[src/rtl/cn_pkg.sv]
// Shared definitions for the check-node minimum search and the merge stage.
// Holds the controller state encoding, default widths and the all-ones helper.
package cn_pkg;

   localparam int DATA_W_DEF = 8;
   localparam int IDX_W_DEF  = 8;

   typedef enum logic [1:0] {
      IDLE  = 2'd0,
      ACCUM = 2'd1,
      HOLD  = 2'd2
   } state_t;

   // All-ones value of the given width, used as the "no minimum yet" seed.
   function automatic logic [63:0] max_mag(input int unsigned w);
      return ~64'd0 >> (64 - w);
   endfunction

endpackage

[src/rtl/cn_min_sched_min2_update.sv]
// Combinational two-minimum update for one incoming magnitude.
// Strict compares: on ties the earlier element keeps min1, and an equal value
// only displaces min2 when it is strictly smaller than min2.
module min2_update
   import cn_pkg::*;
#(
   parameter int DATA_W = DATA_W_DEF,
   parameter int IDX_W  = IDX_W_DEF
) (
   input  logic [DATA_W-1:0] min1,
   input  logic [DATA_W-1:0] min2,
   input  logic [IDX_W-1:0]  idx1,
   input  logic [DATA_W-1:0] x,
   input  logic [IDX_W-1:0]  pos,
   output logic [DATA_W-1:0] next_min1,
   output logic [DATA_W-1:0] next_min2,
   output logic [IDX_W-1:0]  next_idx1
);

   // Compare-and-select: new smallest pushes the old min1 down to min2.
   always_comb begin
      next_min1 = min1;
      next_min2 = min2;
      next_idx1 = idx1;
      if (x < min1) begin
         next_min2 = min1;
         next_min1 = x;
         next_idx1 = pos;
      end else if (x < min2) begin
         next_min2 = x;
      end
   end

endmodule

[src/rtl/cn_min_sched.sv]
// Sequencing controller for the min-sum check-node minimum search.
// Accepts one magnitude per cycle for a row of programmable degree and emits
// the (min1, min2, idx1) result over a valid/ready handshake.
// Optional macro CN_SIGN_TRACK_EN adds in_sign / out_sign_par parity tracking.
module cn_min_sched
   import cn_pkg::*;
#(
   parameter int DATA_W = DATA_W_DEF,
   parameter int IDX_W  = IDX_W_DEF
) (
   input  logic              clk,
   input  logic              rst,
   input  logic              start,
   input  logic [IDX_W-1:0]  cfg_deg,
   input  logic              in_valid,
   output logic              in_ready,
   input  logic [DATA_W-1:0] in_data,
   output logic              out_valid,
   input  logic              out_ready,
   output logic [DATA_W-1:0] out_min1,
   output logic [DATA_W-1:0] out_min2,
   output logic [IDX_W-1:0]  out_idx1,
   output logic              busy,
   output logic              cfg_err
`ifdef CN_SIGN_TRACK_EN
   ,
   input  logic              in_sign,
   output logic              out_sign_par
`endif
);

   localparam logic [DATA_W-1:0] MAX_MAG = DATA_W'(max_mag(DATA_W));

   state_t            state;
   logic [IDX_W-1:0]  deg;
   logic [IDX_W-1:0]  count;
   logic [DATA_W-1:0] min1;
   logic [DATA_W-1:0] min2;
   logic [IDX_W-1:0]  idx1;
   logic [DATA_W-1:0] next_min1;
   logic [DATA_W-1:0] next_min2;
   logic [IDX_W-1:0]  next_idx1;
   logic              accept;
   logic              last;

`ifdef CN_SIGN_TRACK_EN
   logic              par;
`endif

   // in_ready is registered and only high in ACCUM, so it gates acceptance.
   assign accept = in_valid && in_ready;
   assign last   = accept && (count == (deg - IDX_W'(1)));

   min2_update #(
      .DATA_W (DATA_W),
      .IDX_W  (IDX_W)
   ) u_update (
      .min1      (min1),
      .min2      (min2),
      .idx1      (idx1),
      .x         (in_data),
      .pos       (count),
      .next_min1 (next_min1),
      .next_min2 (next_min2),
      .next_idx1 (next_idx1)
   );

   // Row FSM with all outputs registered; the result is captured on the last accept.
   always_ff @(posedge clk) begin
      if (rst) begin
         state     <= IDLE;
         deg       <= '0;
         count     <= '0;
         min1      <= '0;
         min2      <= '0;
         idx1      <= '0;
         in_ready  <= 1'b0;
         out_valid <= 1'b0;
         busy      <= 1'b0;
         cfg_err   <= 1'b0;
         out_min1  <= '0;
         out_min2  <= '0;
         out_idx1  <= '0;
`ifdef CN_SIGN_TRACK_EN
         par          <= 1'b0;
         out_sign_par <= 1'b0;
`endif
      end else begin
         cfg_err <= 1'b0;
         case (state)
            IDLE: begin
               if (start) begin
                  if (cfg_deg >= IDX_W'(2)) begin
                     deg      <= cfg_deg;
                     min1     <= MAX_MAG;
                     min2     <= MAX_MAG;
                     idx1     <= '0;
                     count    <= '0;
                     in_ready <= 1'b1;
                     busy     <= 1'b1;
                     state    <= ACCUM;
`ifdef CN_SIGN_TRACK_EN
                     par      <= 1'b0;
`endif
                  end else begin
                     cfg_err <= 1'b1;
                  end
               end
            end
            ACCUM: begin
               if (accept) begin
                  min1  <= next_min1;
                  min2  <= next_min2;
                  idx1  <= next_idx1;
                  count <= count + IDX_W'(1);
`ifdef CN_SIGN_TRACK_EN
                  par   <= par ^ in_sign;
`endif
                  if (last) begin
                     state     <= HOLD;
                     in_ready  <= 1'b0;
                     out_valid <= 1'b1;
                     out_min1  <= next_min1;
                     out_min2  <= next_min2;
                     out_idx1  <= next_idx1;
`ifdef CN_SIGN_TRACK_EN
                     out_sign_par <= par ^ in_sign;
`endif
                  end
               end
            end
            HOLD: begin
               if (out_ready) begin
                  state     <= IDLE;
                  out_valid <= 1'b0;
                  busy      <= 1'b0;
               end
            end
            default: begin
               state <= IDLE;
            end
         endcase
      end
   end

endmodule

[config.mk]
export PLATFORM = sky130hd
export DESIGN_NAME = cn_min_sched
export DESIGN_NICKNAME = d
export VERILOG_FILES = /design/src/rtl/cn_pkg.sv /design/src/rtl/cn_min_sched_min2_update.sv /design/src/rtl/cn_min_sched.sv
export SDC_FILE = /design/constraint.sdc
export NUM_CORES = 1
export LEC_CHECK = 0
export ABC_AREA = 1
export BUFFER_PORTS_ARGS = -buffer_cell sky130_fd_sc_hd__buf_4
export CAP_MARGIN = 0
export CORE_UTILIZATION = 55
export CTS_BUF_LIST = sky130_fd_sc_hd__clkbuf_16
export DETAILED_ROUTE_END_ITERATION = 16
export PLACE_DENSITY_LB_ADDON = 0.25
export SETUP_SLACK_MARGIN = 0.05
export SYNTH_ARGS = -nofsm -noshare
export SYNTH_HDL_FRONTEND = slang
export SYNTH_HIERARCHICAL = 1
export SYNTH_SLANG_ARGS = --single-unit
[constraint.sdc]
create_clock -name clk -period 2.4 [get_ports clk]
set_clock_uncertainty 0.1 [all_clocks]
set_input_delay 0.12 -clock clk [delete_from_list [all_inputs] [get_ports clk]]
set_output_delay 0.12 -clock clk [all_outputs]
set_load 0.01 [all_outputs]
# Word-level counts from Yosys, hierarchy flattened
# Index checks and enable logic that the tools add are counted.
# classes
add_sub_neg	2
reduce_logical	14
eq_ne	8
bitwise	2
n_mux	33
n_lt_le_gt_ge	3
# op_table
operator	n
$mux W8	12
$pmux W8 S2	4
$lt A8 B8 Y1	2
$reduce_and A4 Y1	3
$mux W2	5
$ne A2 B2 Y1 const B	5
$reduce_and A5 Y1	2
$add A8 B1 Y8 const B	1
$eq A8 B8 Y1	1
$ge A8 B2 Y1 const B	1
$mux W1	8
$sub A8 B1 Y8 const B	1
$pmux W1 S2	3
$pmux W2 S3	1
$reduce_and A3 Y1	2
$reduce_bool A2 Y1	3
$reduce_or A3 Y1	1
$eq A2 B1 Y1 const B	1
$eq A2 B2 Y1 const B	1
$logic_and A1 B1 Y1	2
$logic_not A2 Y1	1
$not A1 Y1	2
# word_totals
wordCells	75
in_bits	21
reg_bits	70
output_inout_bits	28

# Longest topological paths before layout
# depth
depth_word	6
ltp_mapped	16
mapped_depth_nobuf	15

# Cells and area by module
# Netlist, hierarchy kept.
# by_module_without_submodules
module	cells_each	area_each_um2	seq_area_each_um2	n_inst
cn_min_sched	464	3198.1	1401.3	1
min2_update	157	795.8	0.0	1

# Worst setup path after synthesis
# No wires, ideal clock.
# synth_timing
path_type	reg2reg
start	register deg[0]
end	register out_min1[7]
setup_slack_ns	0.499
arrival_ns	1.689
path_stages_with_launch	12
synth_period_minus_slack_ns	1.901
required_time_ns	2.187
cell_sequence	dfxtp_1 inv_1 ha_1 xor2_1 nand3_1 nor2_1 nand3_1 nor2_4 nand3_4 buf_2 nor2_1 nor2_1
# synth_via
elab_chain_len	4
# synth_lines
item	line_no	source
from (decl)	cn_min_sched.sv:35	logic [IDX_W-1:0] deg;
from (signal assigned)	cn_min_sched.sv:94	deg <= cfg_deg;
$sub A8 B1 Y8	cn_min_sched.sv:52	assign last = accept && (count == (deg - IDX_W'(1)));
$eq A8 B8 Y1	cn_min_sched.sv:52	
$logic_and A1 B1 Y1	cn_min_sched.sv:52	
$reduce_and A3 Y1 (no line)	n/a	
to (signal assigned)	cn_min_sched.sv:123	out_min1 <= next_min1;
to (decl)	cn_min_sched.sv:20	output logic [DATA_W-1:0] out_min1,
# No other way between the ends.
# A chain may end at the register's enable or synchronous reset.

# Worst setup path after layout
# layout_timing
start	register min1[7]
end	register min1[6]
# layout_via
elab_chain_len	4
# layout_lines
item	line_no	source
from (decl)	cn_min_sched.sv:37	logic [DATA_W-1:0] min1;
from (signal assigned)	cn_min_sched.sv:112	min1 <= next_min1;
$lt A8 B8 Y1	cn_min_sched_min2_update.sv:25	if (x < min1) begin
$mux W8	cn_min_sched_min2_update.sv:25	
net next_min1[6]	cn_min_sched.sv:40	logic [DATA_W-1:0] next_min1;
$mux W8	cn_min_sched.sv:111	if (accept) begin
$pmux W8 S2	cn_min_sched.sv:90	case (state)
# The timed path passes the listed nets, and every way through them passes these cells. The select of a mux whose other input is x is not followed.

==> impl_metrics.yaml <==
drt:
  wirelength_mm: 10.1
  via_per_inst: 5.23
  routed-wl-met2_mm: 5.14
  avgRoutedWirePerCell_um: 13.1
  wl_met3_um: 576
  vias: 4036
  topRoutingLayerUsed: "met4"
  antenna_left: 0
  drt_iter0_markers: 221
  firstDrtPassIters: 5
  drc: 0
  wl_met1_mm: 4.11
clock_network:
  ctsHtreeMaxLevel: 3
  cts_buffers: 9
  clkSlewWorstSetupHoldPaths_ps: 50
  cts_setup_buffers: 0
  cts_tree: "done"
  clockBufferDepth: 2
  clk_root_buffer_cell: "clkbuf_16"
  numClockSinks: 70
  worstSkewPairLatency_ps: 330
finish:
  layout_commonest_cell: "nand2_1"
  syn_to_final_growth_pct: 18.7
  nFillCells: 655
  antenna-diode-count: 0
  layout_common_cells: "171 x nand2_1, 92 x inv_1, 70 x dfxtp_1"
  fin_util_pct: 68.7
  drive_gt1_share_pct: 14.4
  fin_nets: 707
floorplanning:
  core_area_mm2: 0.00691
  rows: 30
  start_util_pct: 57.8
  dieArea_mm2: 0.00761
  die_w_um: 87.2
  io_pins: 49
  die_h_um: 87.2
power_and_ir_drop:
  p_leak_nw: 2.37
  powerDensity_mw_per_mm2: 638
  ir_drop_uv: 401
synth:
  syn_nets: 658
  synthArstFlopShare_pct: 0
  yosysTopAreaCell: "dfxtp_1"
  avgSynthCellArea_um2: 6.43
  ys_seq_elements: 70
  synthTopCellsByArea: "dfxtp_1 35%, nand2_1 16%, inv_1 8.5%, nand3_1 7.3%, a21oi_1 6.6%"
  synth_top_flop_cell: "dfxtp_1"
  yosysWarnings: 6
  synth.distinct_cells: 30
  ys_seq_area_share_pct: 35.1
  synth_edf_count: 0
  synth_cells: 621
  synth_area_mm2: 0.00399
  synth_top_cell_area_share_pct: 35.1
sta:
  rsz0062_at_grt: "yes"
  setup_violations: 0
  relSlewSlack_pct: 68.8
  period_share_pct: 89.4
  report.final.slew_viol_count: 0
  fmax_mhz: 466
  totalNegativeSetupSlack_ps: 0
  min_period_ps: 2150
  hold_viol: 0
  worst_slew_pin_slew_ps: 468
flow_run:
  drv_cap: 0
setup_path:
  cp_top_family: "compound AO/OA/AOI/OAI gates"
  cp.buffers_inverters: 3
  end_kind: "flop"
  crit_fanout: 24
  cp_data_arrival_time_ps: 2320
  path_common_cell: "inv_1"
  cp_cell_sequence: "inv_1, ha_1, a21oi_1, o21a_1, nand2_4, buf_4, o21ai_0, o221ai_1, inv_1"
  crit_type: "reg -> reg"
  startpoint_type: "flop"
  cp_data_required_time_ps: 2570
  slowest_stage: "dfxtp_1"
  cp_slowest_stage_delay_ps: 380
global_route:
  grt_pass1_vias: 3742
  grt_antenna_before_repair: 0
  grt_max_degree: 37
  grt_pass1_wl_mm: 16.5
  grt_use_total_pct: 28.1
  grt-ovfl-total: 0
run_status:
  status: "finished clean"
placed_design:
  io_buffers: 48
  place_congestion: 0.998
  hpwlAfterDp_mm: 6.92
worst_hold_path:
  hold_path_class: "in -> reg"
synthesized netlist by cell type, types with 3 or more instances:
master	number
nand2_1	172
inv_1	90
dfxtp_1	70
nor2_1	59
nand3_1	58
a21oi_1	53
o21ai_0	29
ha_1	16
clkbuf_1	12
inv_2	9
buf_2	5
nor2_2	5
o221ai_1	5
nor3_1	4
xor2_1	4
buf_4	3
buf_6	3
nand2_2	3
nand4_1	3
nor2_4	3
xnor2_1	3
stage by stage:
stage | hold WS [ps] | instances | setup WS, ps | area, um2 | power, mW
finish | 10.2 | 771 | 254 | 4740 | 3.02
global route | 7.02 | 771 | 30.3 | 4740 | 3.17
CTS | 2.81 | 770 | 191 | 4720 | 3.01
detailed placement | 265 | 749 | 219 | 4410 | 1.84
global placement | 266 | 749 | 221 | 4410 | 1.83
floorplan | 159 | 621 | 499 | 3990 | 1.70
sequential cells by signal (all words and copies together) (netlist names):
register,flops
deg,8
out_min1,8
idx1,8
out_valid,1
count,8
busy,1
min1,8
out_min2,8
in_ready,1
cfg_err,1
out_idx1,8
state,2
min2,8
where the power goes:
| group | total, mW | internal [mW] | switching, mW |
|---|---|---|---|
| clock | 1.17 | 0.682 | 0.490 |
| sequential | 1.24 | 1.21 | 0.0367 |
| combinational | 0.610 | 0.209 | 0.400 |
| total | 3.02 | 2.10 | 0.928 |
worst register-to-register path, stage by stage (launching register included):
cell and delay, ps:
dfxtp_1 380, inv_1 60, ha_1 300, a21oi_1 160, o21a_1 180, nand2_4 170, buf_4 230, o21ai_0 270
o221ai_1 180, inv_1 70
final timing paths:
| check | slack, ps | cells past startpoint | endpoint | start |
|---|---|---|---|---|
| min reg2reg | 340 | 2 | out_min2[6] | out_min2[6] |
| max reg2reg | 250 | 9 | min1[6] | min1[7] |
| min | 10 | 3 | deg[3] | cfg_deg[3] |
| max | 250 | 9 | min1[6] | min1[7] |
timing repair:
action / CTS / global route
endpoints found under the setup margin: 0 / 32
hold endpoints to repair: 5 / 0
hold buffers: 5 / 0
resized for setup: 0 / 5
per-layer routing:
| layer | vias up | global-route usage [%] |
|---|---|---|
| met5 | - | 0 |
| met2 | 154 | 50.8 |
| li1 | 2044 | - |
| met4 | 0 | 11.9 |
| met3 | 29 | 6.92 |
| met1 | 1809 | 31.4 |
layout make-up:
class,instances,area [um2],area share (%)
Inverter,99,374,7.89
Clock inverter,7,33.8,0.712
Sequential cell,70,1400,29.6
Clock buffer,9,225,4.75
Tap cell,96,120,2.53
Multi-Input combinational cell,427,2100,44.3
Timing Repair Buffer,63,485,10.2
logic make-up (layout without fill, tap and decap cells):
| family | Yosys count | count (layout) | synth area share [%] |
|---|---|---|---|
| and+or+nand+nor | 313 | 314 | 33.6 |
| DFF | 70 | 70 | 35.1 |
| buffers and inverters | 125 | 178 | 12.8 |
| AOI/OAI and AO/OA | 90 | 90 | 11.9 |
| xor gates and xnor gates | 7 | 7 | 1.54 |
| adders and majority gates | 16 | 16 | 5.01 |
(Power assumes the default switching activity.)
